$ cat src/rtl/ifft_sched_pkg.sv
// rtl/ifft_sched_pkg.sv - state encoding, widths and arbitration helper for the IFFT frame scheduler
package ifft_sched_pkg;

   localparam int INFLIGHT_W = 3;

   typedef enum logic [1:0] {
      IDLE = 2'd0,
      ARB  = 2'd1,
      XFER = 2'd2,
      GAP  = 2'd3
   } sched_state_e;

   // Winner of a two-way request; pref names the source favoured when both request.
   function automatic logic rr_pick(input logic req0, input logic req1, input logic pref);
      if (req0 && req1) begin
         return pref;
      end
      return req1;
   endfunction

endpackage

$ cat src/rtl/ifft_credit_cnt.sv
// rtl/ifft_credit_cnt.sv - saturating in-flight frame counter; coincident return and issue cancel out
module ifft_credit_cnt
   import ifft_sched_pkg::*;
#(
   parameter int MAX_INFLIGHT = 2
) (
   input  logic                  clk,
   input  logic                  reset_n,
   input  logic                  inc_i,
   input  logic                  dec_i,
   output logic [INFLIGHT_W-1:0] inflight_o,
   output logic                  credit_ok_o
);

   localparam logic [INFLIGHT_W-1:0] MAX_CNT = INFLIGHT_W'(MAX_INFLIGHT);
   localparam logic [INFLIGHT_W-1:0] ONE     = INFLIGHT_W'(1);

   logic [INFLIGHT_W-1:0] cnt_q;
   logic [INFLIGHT_W-1:0] cnt_d;

   always_comb begin
      cnt_d = cnt_q;
      if (inc_i && !dec_i && (cnt_q != MAX_CNT)) begin
         cnt_d = cnt_q + ONE;
      end else if (dec_i && !inc_i && (cnt_q != '0)) begin
         cnt_d = cnt_q - ONE;
      end
   end

   always_ff @(posedge clk or negedge reset_n) begin
      if (!reset_n) begin
         cnt_q <= '0;
      end else begin
         cnt_q <= cnt_d;
      end
   end

   assign inflight_o  = cnt_q;
   assign credit_ok_o = (cnt_q < MAX_CNT);

endmodule

$ cat src/rtl/ifft_frame_sched.sv
// rtl/ifft_frame_sched.sv - round-robin frame scheduler sharing one IFFT between two sources
// Optional statistics counters are enabled with IFFT_SCHED_STATS_EN.
module ifft_frame_sched
   import ifft_sched_pkg::*;
#(
   parameter int DATA_WIDTH   = 16,
   parameter int NFFT         = 512,
   parameter int GAP_WIDTH    = 16,
   parameter int MAX_INFLIGHT = 2
) (
   input  logic                  clk,
   input  logic                  reset_n,
   input  logic                  cfg_enable,
   input  logic [GAP_WIDTH-1:0]  cfg_gap,
   input  logic                  s0_tvalid,
   output logic                  s0_tready,
   input  logic [DATA_WIDTH-1:0] s0_itdata,
   input  logic [DATA_WIDTH-1:0] s0_qtdata,
   input  logic                  s1_tvalid,
   output logic                  s1_tready,
   input  logic [DATA_WIDTH-1:0] s1_itdata,
   input  logic [DATA_WIDTH-1:0] s1_qtdata,
   output logic                  m_tvalid,
   input  logic                  m_tready,
   output logic                  m_tlast,
   output logic [DATA_WIDTH-1:0] m_itdata,
   output logic [DATA_WIDTH-1:0] m_qtdata,
   input  logic                  fft_out_tvalid,
   input  logic                  fft_out_tready,
   input  logic                  fft_out_tlast,
   output logic                  grant,
   output logic                  busy,
`ifdef IFFT_SCHED_STATS_EN
   output logic [31:0]           stat_frames0,
   output logic [31:0]           stat_frames1,
   output logic [31:0]           stat_credit_stall,
`endif
   output logic [INFLIGHT_W-1:0] inflight
);

   localparam int                   CNT_W     = $clog2(NFFT);
   localparam logic [CNT_W-1:0]     LAST_BEAT = CNT_W'(NFFT - 1);
   localparam logic [CNT_W-1:0]     BEAT_ONE  = CNT_W'(1);
   localparam logic [GAP_WIDTH-1:0] GAP_ONE   = GAP_WIDTH'(1);

   sched_state_e         state_q, state_d;
   logic                 grant_q, grant_d;
   logic                 rr_pref_q, rr_pref_d;
   logic [CNT_W-1:0]     beat_q, beat_d;
   logic [GAP_WIDTH-1:0] gap_q, gap_d;

   logic req_any;
   logic pick;
   logic in_xfer;
   logic sel_tvalid;
   logic beat_fire;
   logic last_fire;
   logic credit_ret;
   logic credit_ok;

   assign req_any    = s0_tvalid | s1_tvalid;
   assign pick       = rr_pick(s0_tvalid, s1_tvalid, rr_pref_q);
   assign in_xfer    = (state_q == XFER);
   assign sel_tvalid = grant_q ? s1_tvalid : s0_tvalid;
   assign credit_ret = fft_out_tvalid & fft_out_tready & fft_out_tlast;

   // Zero-latency path: the selected source sees the IFFT's ready directly.
   assign m_tvalid  = in_xfer & sel_tvalid;
   assign s0_tready = in_xfer & ~grant_q & m_tready;
   assign s1_tready = in_xfer &  grant_q & m_tready;
   assign m_itdata  = grant_q ? s1_itdata : s0_itdata;
   assign m_qtdata  = grant_q ? s1_qtdata : s0_qtdata;
   assign m_tlast   = m_tvalid & (beat_q == LAST_BEAT);
   assign beat_fire = m_tvalid & m_tready;
   assign last_fire = beat_fire & (beat_q == LAST_BEAT);

   assign grant = grant_q;
   assign busy  = (state_q != IDLE);

   ifft_credit_cnt #(
      .MAX_INFLIGHT(MAX_INFLIGHT)
   ) u_credit (
      .clk        (clk),
      .reset_n    (reset_n),
      .inc_i      (last_fire),
      .dec_i      (credit_ret),
      .inflight_o (inflight),
      .credit_ok_o(credit_ok)
   );

   always_comb begin
      state_d   = state_q;
      grant_d   = grant_q;
      rr_pref_d = rr_pref_q;
      beat_d    = beat_q;
      gap_d     = gap_q;
      case (state_q)
         IDLE: begin
            if (cfg_enable) begin
               state_d = ARB;
            end
         end
         ARB: begin
            if (!cfg_enable) begin
               state_d = IDLE;
            end else if (credit_ok && req_any) begin
               grant_d   = pick;
               rr_pref_d = ~pick;
               state_d   = XFER;
            end
         end
         XFER: begin
            if (last_fire) begin
               beat_d  = '0;
               gap_d   = cfg_gap;
               state_d = (cfg_gap == '0) ? ARB : GAP;
            end else if (beat_fire) begin
               beat_d = beat_q + BEAT_ONE;
            end
         end
         GAP: begin
            // A gap of G leaves exactly G cycles in this state.
            if (gap_q <= GAP_ONE) begin
               state_d = ARB;
            end else begin
               gap_d = gap_q - GAP_ONE;
            end
         end
         default: begin
            state_d = IDLE;
         end
      endcase
   end

   always_ff @(posedge clk or negedge reset_n) begin
      if (!reset_n) begin
         state_q   <= IDLE;
         grant_q   <= 1'b0;
         rr_pref_q <= 1'b0;
         beat_q    <= '0;
         gap_q     <= '0;
      end else begin
         state_q   <= state_d;
         grant_q   <= grant_d;
         rr_pref_q <= rr_pref_d;
         beat_q    <= beat_d;
         gap_q     <= gap_d;
      end
   end

`ifdef IFFT_SCHED_STATS_EN
   logic [31:0] frames0_q;
   logic [31:0] frames1_q;
   logic [31:0] stall_q;

   always_ff @(posedge clk or negedge reset_n) begin
      if (!reset_n) begin
         frames0_q <= '0;
         frames1_q <= '0;
         stall_q   <= '0;
      end else begin
         if (last_fire && !grant_q) begin
            frames0_q <= frames0_q + 32'd1;
         end
         if (last_fire && grant_q) begin
            frames1_q <= frames1_q + 32'd1;
         end
         if ((state_q == ARB) && req_any && !credit_ok) begin
            stall_q <= stall_q + 32'd1;
         end
      end
   end

   assign stat_frames0      = frames0_q;
   assign stat_frames1      = frames1_q;
   assign stat_credit_stall = stall_q;
`endif

endmodule

$ cat config.mk
export PLATFORM = sky130hd
export DESIGN_NAME = ifft_frame_sched
export DESIGN_NICKNAME = d
export VERILOG_FILES = /design/src/rtl/ifft_sched_pkg.sv /design/src/rtl/ifft_credit_cnt.sv /design/src/rtl/ifft_frame_sched.sv
export SDC_FILE = /design/constraint.sdc
export NUM_CORES = 1
export LEC_CHECK = 0
export ABC_CLOCK_PERIOD_IN_PS = 3900
export BUFFER_PORTS_ARGS = -buffer_cell sky130_fd_sc_hd__clkbuf_2
export CAP_MARGIN = 25
export CORE_UTILIZATION = 29
export CTS_CLUSTER_SIZE = 40
export DETAILED_ROUTE_END_ITERATION = 10
export PLACE_DENSITY = 0.61
export SLEW_MARGIN = 20
export SYNTH_ARGS = -nofsm -noshare
export SYNTH_HDL_FRONTEND = slang
export SYNTH_SLANG_ARGS = --single-unit
$ cat constraint.sdc
create_clock -name clk -period 3.9 [get_ports clk]
set_clock_uncertainty 0.2 [all_clocks]
set_input_delay 0.585 -clock clk [delete_from_list [all_inputs] [get_ports clk]]
set_output_delay 0.585 -clock clk [all_outputs]
set_load 0.01 [all_outputs]
==> qor.csv, run 1 <==
stage;metric;value;unit
detailed_routing;wire_per_inst;16.31;µm
global_routing;grt_pass1_vias;2547;
floorplan;io_pins;130;
clock_tree;cts.htree.levels;2;
placement;dpl_cell_area;3303;µm²
synth;ys_async_sr_fraction;100.0;%
clock_tree;cts_tree;done;
run;maxCapViolations;0;
detailed_routing;dr.first_iter.drc_count;125;
clock_tree;clk-insertion-delay-late;0.29;ns
worst_setup_path;critPathRequiredTime;3.86;ns
synth;ys_seq_area_share;31.16;%
detailed_routing;viasPerCell;5.236;
synth;syn_inst;289;
timing;setup_viol;0;
worst_setup_path;r2r_slack;0.86;ns
placement;port_buffers;129;
synth;syn_avg_cell_area;8.893;µm²
global_routing;grt_usage;17.96;%
finish;layout.cells.non_filler;518;
clock_tree;ctsLongestPathBuffers;2;
floorplan;initial_core_util;30.66;%
finish;fin_area;3411;µm²
placement;gp_congestion;0.8513;
power;power;1.849;mW
synth;synthTopCellsByArea;dfrtp_1, mux2_2, o21ai_0;
timing;grt_setup_unrepaired;no;
synth;synth_top_cell_area_share;31.16;%
synth;synth_edf_count;0;
worst_setup_path;crit_arrival;3.00;ns
global_routing;grt_max_degree;38;
timing;final_hold_viol_count;0;
floorplan;die_h;96.14;µm
detailed_routing;ant_nets;0;
global_routing;grt_antenna_before_repair;0;
finish;multi_input_area;1662;µm²
clock_tree;numCtsBuffers;5;
timing;slew_headroom;45.44;%
worst_hold_path;hold_path.class;input port to async pin;
power;p_per_area;542.1;nW/µm²
finish;fin_util;40.69;%
synth;ys_types;53;
timing;worst_pin_slew;0.8185;ns
global_routing;grt_pass1_wl;12.53;mm
power;leakagePower;1.585;nW
detailed_routing;vias;2712;
detailed_routing;dr.pass1.iters;4;
finish;nFillCells;836;
placement;dp_cells;510;
global_routing;overflow;0;
clock_tree;postCtsSetupBuffers;0;
clock_tree;clk_pin_slew;0.07;ns
worst_setup_path;crit_path_end_kind;flip-flop;
timing;fin_crit_sh;78.03;%
placement;pre_cts_ws;0.8644;ns
floorplan;chipWidth;96.14;µm
clock_tree;cts_hold_buf;0;
placement;dp_hpwl;6.789;mm
timing;period_needed;3.043;ns
worst_setup_path;crit_type;flip-flop to flip-flop;
synth;ys_seq_elements;32;
synth;syn-num-nets;387;
synth;yosysTopAreaCell;dfrtp_1;
run_status;outcome;completed;
synth;synthFlopType;dfrtp_1;
floorplan;fp-row-count;33;
finish;seq_area;800.8;µm²
floorplan;fp.coreArea;8382;µm²
finish;layout-drive-gt1-share;45.04;%
finish;n_antenna_cell;0;
worst_setup_path;crit_path_start_kind;flip-flop;
clock_tree;ctsResizeCount;0;
timing;finalSetupTns;0;ns
clock_tree;cts_sinks;32;
synth;yosys_warnings;0;
timing;fmax;328.6;MHz
detailed_routing;drc;0;
detailed_routing;routed_wl;8.448;mm
finish;final_nets;510;
power;peakVddDrop;0.0002664;V
worst_setup_path;crit_fanout;10;
worst_setup_path;ff2ff_path_depth;12;
floorplan;dieArea;9242;µm²
timing;fin_worst_hold_slack;0.1807;ns
timing;setup_ws;0.8567;ns
clock_tree;cts_root_buffer;clkbuf_8;
synth;synth_area;2570;µm²
timing;drv_slew;0;
finish;area_delta_synth_final;32.72;%
[worst max-delay path, stage by stage (launching register included)]
cell	delay, ns
dfrtp_1	0.39
ha_1	0.25
and3_1	0.17
and3_1	0.15
ha_1	0.22
nand3_1	0.14
nor2_1	0.12
buf_4	0.18
nand3_1	0.09
fa_1	0.45
or3_1	0.37
o21ai_0	0.08
a211oi_1	0.10
[logic make-up after synthesis]
group	Yosys count	share of synthesized area, %
AND/OR/NAND/NOR	98	19.82
AO/OA/AOI/OAI	75	19.52
multiplexers	41	17.92
flip-flops	32	31.16
buffers and inverters	26	4.187
adder cells (fa/ha/maj)	9	4.674
XOR/XNOR	8	2.726
[flip-flops by register name, summed over array words and instances, names as in the netlist]
signal,cells
beat_q,9
state_q,2
grant,1
gap_q,16
u_credit.inflight_o,3
rr_pref_q,1
[final timing paths]
kind,startpoint,end
setup / recovery,beat_q[0]$_DFFE_PN0P_,u_credit.inflight_o[1]$_DFFE_PN0P_
hold / removal,reset_n,state_q[1]$_DFFE_PN0P_
setup reg to reg,beat_q[0]$_DFFE_PN0P_,u_credit.inflight_o[1]$_DFFE_PN0P_
hold reg to reg,rr_pref_q$_DFFE_PN0P_,rr_pref_q$_DFFE_PN0P_
max in group asynchronous,reset_n,gap_q[11]$_DFFE_PN0P_
min in group clk,rr_pref_q$_DFFE_PN0P_,rr_pref_q$_DFFE_PN0P_
[Yosys cell counts (all sizes together) (2+ instances only)]
library cell	number
or4	4
nand3b	2
mux2i	4
xnor2	3
a2bb2oi	5
clkbuf	11
o22ai	6
dfrtp	32
nor2	20
a21oi	14
nand2b	5
o21a	3
inv	9
a22oi	3
and3	5
nand4	3
or3	6
o21ai	24
ha	8
nor4	6
xor2	5
o31ai	2
a211oi	5
nor3	10
nand3	11
mux2	37
nand2	22
buf	6
[placed cells by master (no fill, tap or decap), drive strengths merged, types with 4 or more instances in the layout]
master and count:
nand2b 5, nor3 10, buf 4, or4 4, or3 6, a21oi 14
ha 8, nor2 20, a211oi 5, mux2i 4, nor4 6, mux2 37
and3 5, a2bb2oi 5, nand3 11, inv 9, xor2 5, o21ai 24
clkbuf 135, o22ai 6, dfrtp 32, nand2 22
[cell type report]
cell class | count | share of cell area, %
multi-input combinational | 231 | 48.72
sequential | 32 | 23.48
timing repair buffer | 133 | 19.81
tap | 105 | 3.852
clock buffer | 6 | 2.128
clock inverter | 2 | 1.027
inverter | 9 | 0.9905
[where the power goes]
part           internal [mW]  switching (mW)
registers              0.450           0.137
logic                  0.448           0.492
clock network          0.190           0.132
total                   1.09           0.761
[metal layers]
metal / part of all wire [%] / vias up / GRT usage, %
met2: 52 / 126 / 34.99
met1: 40 / 1258 / 20.41
met4: 0.65 / 0 / 3.358
met3: 8.0 / 8 / 2.844
li1: - / 1320 / -
met5: 0 / - / 0
No activity file was read; power rests on OpenSTA's default activity.
==> run 2: changes to the inputs <==
- ABC_CLOCK_PERIOD_IN_PS: 3900 -> 2570
- PLACE_DENSITY: 0.61 -> 0.63
- clock period: 3.9 -> 2.57 ns (I/O delays scaled with it)
==> run 2 against run 1 <==
- the flow now finishes with violations (negative hold slack, negative setup slack)
- via count is 3.1% higher
- power is 55% higher
- combinational power is 67% higher
- cell count is 4.1% higher
- largest power group unchanged
==> qor.csv, run 2 (synthesis results as in run 1) <==
stage;metric;value;unit;change
run_status;outcome;complete, but fails checks;;was completed
run_status;violations;negative hold slack, negative setup slack;;
power;power_frac_clock;14.3;%;was 17.4%
clock_tree;cts_root_buffer;clkbuf_8;;unchanged
finish;largest-register;gap_q;;unchanged
timing;setup_ws;-0.03214;ns;was 0.8567 ns
worst_setup_path;startpoint;beat_q[0]$_DFFE_PN0P_;;unchanged
finish;n_antenna_cell;0;;unchanged
power;p_seq_share;30.8;%;was 31.8%
timing;final_hold_viol_count;32;;was 0
finish;area_delta_synth_final;41.67;%;was 32.72%
global_routing;overflow;0;;unchanged
floorplan;chipWidth;96.14;µm;unchanged
worst_setup_path;cp_num_buf_inv;0;;was 1
detailed_routing;route.met3.wl;678;µm;was 674 µm
placement;dp_hpwl;6.451;mm;was 6.789 mm
global_routing;grt_usage;17.18;%;was 17.96%
detailed_routing;vias;2797;;was 2712
placement;port_buffers;129;;unchanged
placement;gp_congestion;0.8797;;was 0.8513
detailed_routing;wl_met1;3.345;mm;was 3.340 mm
timing;grt_setup_unrepaired;yes;;was no
global_routing;grt_antenna_before_repair;0;;unchanged
detailed_routing;drc;0;;unchanged
worst_setup_path;crit_arrival;2.58;ns;was 3.00 ns
clock_tree;cts_hold_buf;0;;unchanged
timing;fin_crit_sh;101.3;%;was 78.03%
detailed_routing;dr.first_iter.drc_count;103;;was 125
global_routing;grt_pass1_vias;2453;;was 2547
worst_setup_path;r2r_slack;-0.03;ns;was 0.86 ns
finish;nFillCells;840;;was 836
finish;final_nets;531;;was 510
worst_setup_path;crit_chain;ha_2 -> and3_1 -> and3_4 -> ha_4 -> nand3_4 -> nor2_4 -> nand3_2 -> fa_2 -> or3_1 -> o21ai_1 -> a211oi_2;;was ha_1 -> and3_1 -> and3_1 -> ha_1 -> nand3_1 -> nor2_1 -> buf_4 -> nand3_1 -> fa_1 -> or3_1 -> o21ai_0 -> a211oi_1
finish;final_common_cell;clkbuf_2;;unchanged
global_routing;grt_pass1_wl;11.96;mm;was 12.53 mm
detailed_routing;viasPerCell;5.189;;was 5.236
run;maxCapViolations;0;;unchanged
floorplan;die_h;96.14;µm;unchanged
timing;fmax;384.3;MHz;was 328.6 MHz
worst_setup_path;cp_top_family;simple AND/OR/NAND/NOR gates;;unchanged
finish;largest_reg_flops;16;;unchanged
worst_setup_path;crit_slowest_cell;fa_2;;was fa_1
timing;slew_headroom;44.12;%;was 45.44%
floorplan;dieArea;9242;µm²;unchanged
detailed_routing;dr.pass1.iters;4;;unchanged
worst_setup_path;r2r-start;beat_q[0]$_DFFE_PN0P_;;unchanged
global_routing;grt_max_degree;38;;unchanged
clock_tree;cts.htree.levels;2;;unchanged
detailed_routing;wl_met2;4.066;mm;was 4.377 mm
floorplan;io_pins;130;;unchanged
power;peakVddDrop;0.0004666;V;was 0.0002664 V
worst_hold_path;hold_path.class;input port to async pin;;unchanged
worst_setup_path;crit_fanout;2;;was 10
power;power_switching;1.218;mW;was 761.3 µW
power;leakagePower;1.688;nW;was 1.585 nW
finish;fin_area;3641;µm²;was 3411 µm²
timing;drv_slew;0;;unchanged
timing;worst_pin_slew;0.8382;ns;was 0.8185 ns
power;netSwitchingFraction;42.47;%;was 41.17%
floorplan;fp.coreArea;8382;µm²;unchanged
worst_setup_path;critPathRequiredTime;2.55;ns;was 3.86 ns
clock_tree;clk-insertion-delay-late;0.30;ns;was 0.29 ns
clock_tree;cts_sinks;32;;unchanged
detailed_routing;wire_per_inst;15.07;µm;was 16.31 µm
clock_tree;numCtsBuffers;5;;unchanged
clock_tree;ctsLongestPathBuffers;2;;unchanged
power;pwr-share-comb;54.9;%;was 50.8%
finish;final_cell_mix;clkbuf_2, mux2_2, dfrtp_1;;unchanged
worst_setup_path;crit_type;flip-flop to flip-flop;;unchanged
power;p_per_area;787.8;nW/µm²;was 542.1 nW/µm²
detailed_routing;top_layer;met4;;unchanged
floorplan;initial_core_util;30.66;%;unchanged
worst_setup_path;slowest_delay;0.44;ns;was 0.45 ns
timing;fin_worst_hold_slack;-0.02160;ns;was 0.1807 ns
clock_tree;cts_tree;done;;unchanged
clock_tree;clk_pin_slew;0.08;ns;was 0.07 ns
timing;setup_viol;1;;was 0
detailed_routing;routed_wl;8.123;mm;was 8.448 mm
detailed_routing;ant_nets;0;;unchanged
placement;dpl_cell_area;3491;µm²;was 3303 µm²
worst_setup_path;crit_path_start_kind;flip-flop;;unchanged
worst_setup_path;crit_path_end_kind;flip-flop;;unchanged
power;p_int;1.650;mW;was 1.088 mW
finish;layout-drive-gt1-share;50.69;%;was 45.04%
floorplan;fp-row-count;33;;unchanged
timing;period_needed;2.602;ns;was 3.043 ns
run 2: cell count changes in the layout (fill, tap and decap cells not counted), sizes merged:
| cell | before | now |
|---|---|---|
| clkbuf | 135 | 134 |
| buf | 4 | 25 |
| clkinvlp | 0 | 2 |
| bufinv | 1 | 0 |
run 2: worst paths after layout:
path                       depth (start not counted)                                  to
min                                                1                gap_q[5]$_DFFE_PN0P_
max                                               11  u_credit.inflight_o[1]$_DFFE_PN0P_
max in group asynchronous                          1               beat_q[4]$_DFFE_PN0P_
min reg2reg                                        1               rr_pref_q$_DFFE_PN0P_
max reg2reg                                       11  u_credit.inflight_o[1]$_DFFE_PN0P_
min in group clk                                   3                   grant$_DFFE_PN0P_
run 2: cell type report:
cell class	count	area (µm²)	share of cell area [%]
clock buffers	5	68.82	1.890
clock inverters	3	23.77	0.6529
inverters	9	33.78	0.9278
multi-input cells	231	1737	47.70
flip-flops and latches	32	800.8	21.99
well taps	105	131.4	3.608
repair buffers	154	845.8	23.23
run 2: per-stage QoR:
| step | total power [mW] | std cells | setup WS, ns | TNS, ns | utilization (%) |
|---|---|---|---|---|---|
| finish | 2.868 | 539 | -0.03214 | -0.03214 | 43.44 |
| global route | 3.107 | 539 | -0.1453 | -0.2099 | 43.44 |
| CTS | 2.850 | 536 | 0.003143 | 0 | 42.84 |
| detailed placement | 2.426 | 527 | -0.01085 | -0.01085 | 41.65 |
| global placement | 2.381 | 527 | 0.03102 | 0 | 41.65 |
| floorplan | 1.868 | 289 | -0.1189 | -0.1189 | - |
run 2: power groups by stage:
stage | logic, mW | registers, mW | clock network [mW]
after floorplan | 1.02 | 0.844 | 0
after global placement | 1.50 | 0.878 | 0
after detailed placement | 1.54 | 0.885 | 0
after CTS | 1.55 | 0.877 | 0.422
after global routing | 1.75 | 0.910 | 0.448
final | 1.57 | 0.883 | 0.411
run 2: timing repair:
action                     CTS  global route
gates resized for setup      0             8
setup endpoints to repair    1            11
setup buffers                1             3
pin swaps                    1             2
run 2: layer usage:
layer,GRT usage [%],up-vias
met2,30.67,131
met1,21.68,1293
met3,3.633,5
met4,2.114,0
met5,0,-
li1,-,1368
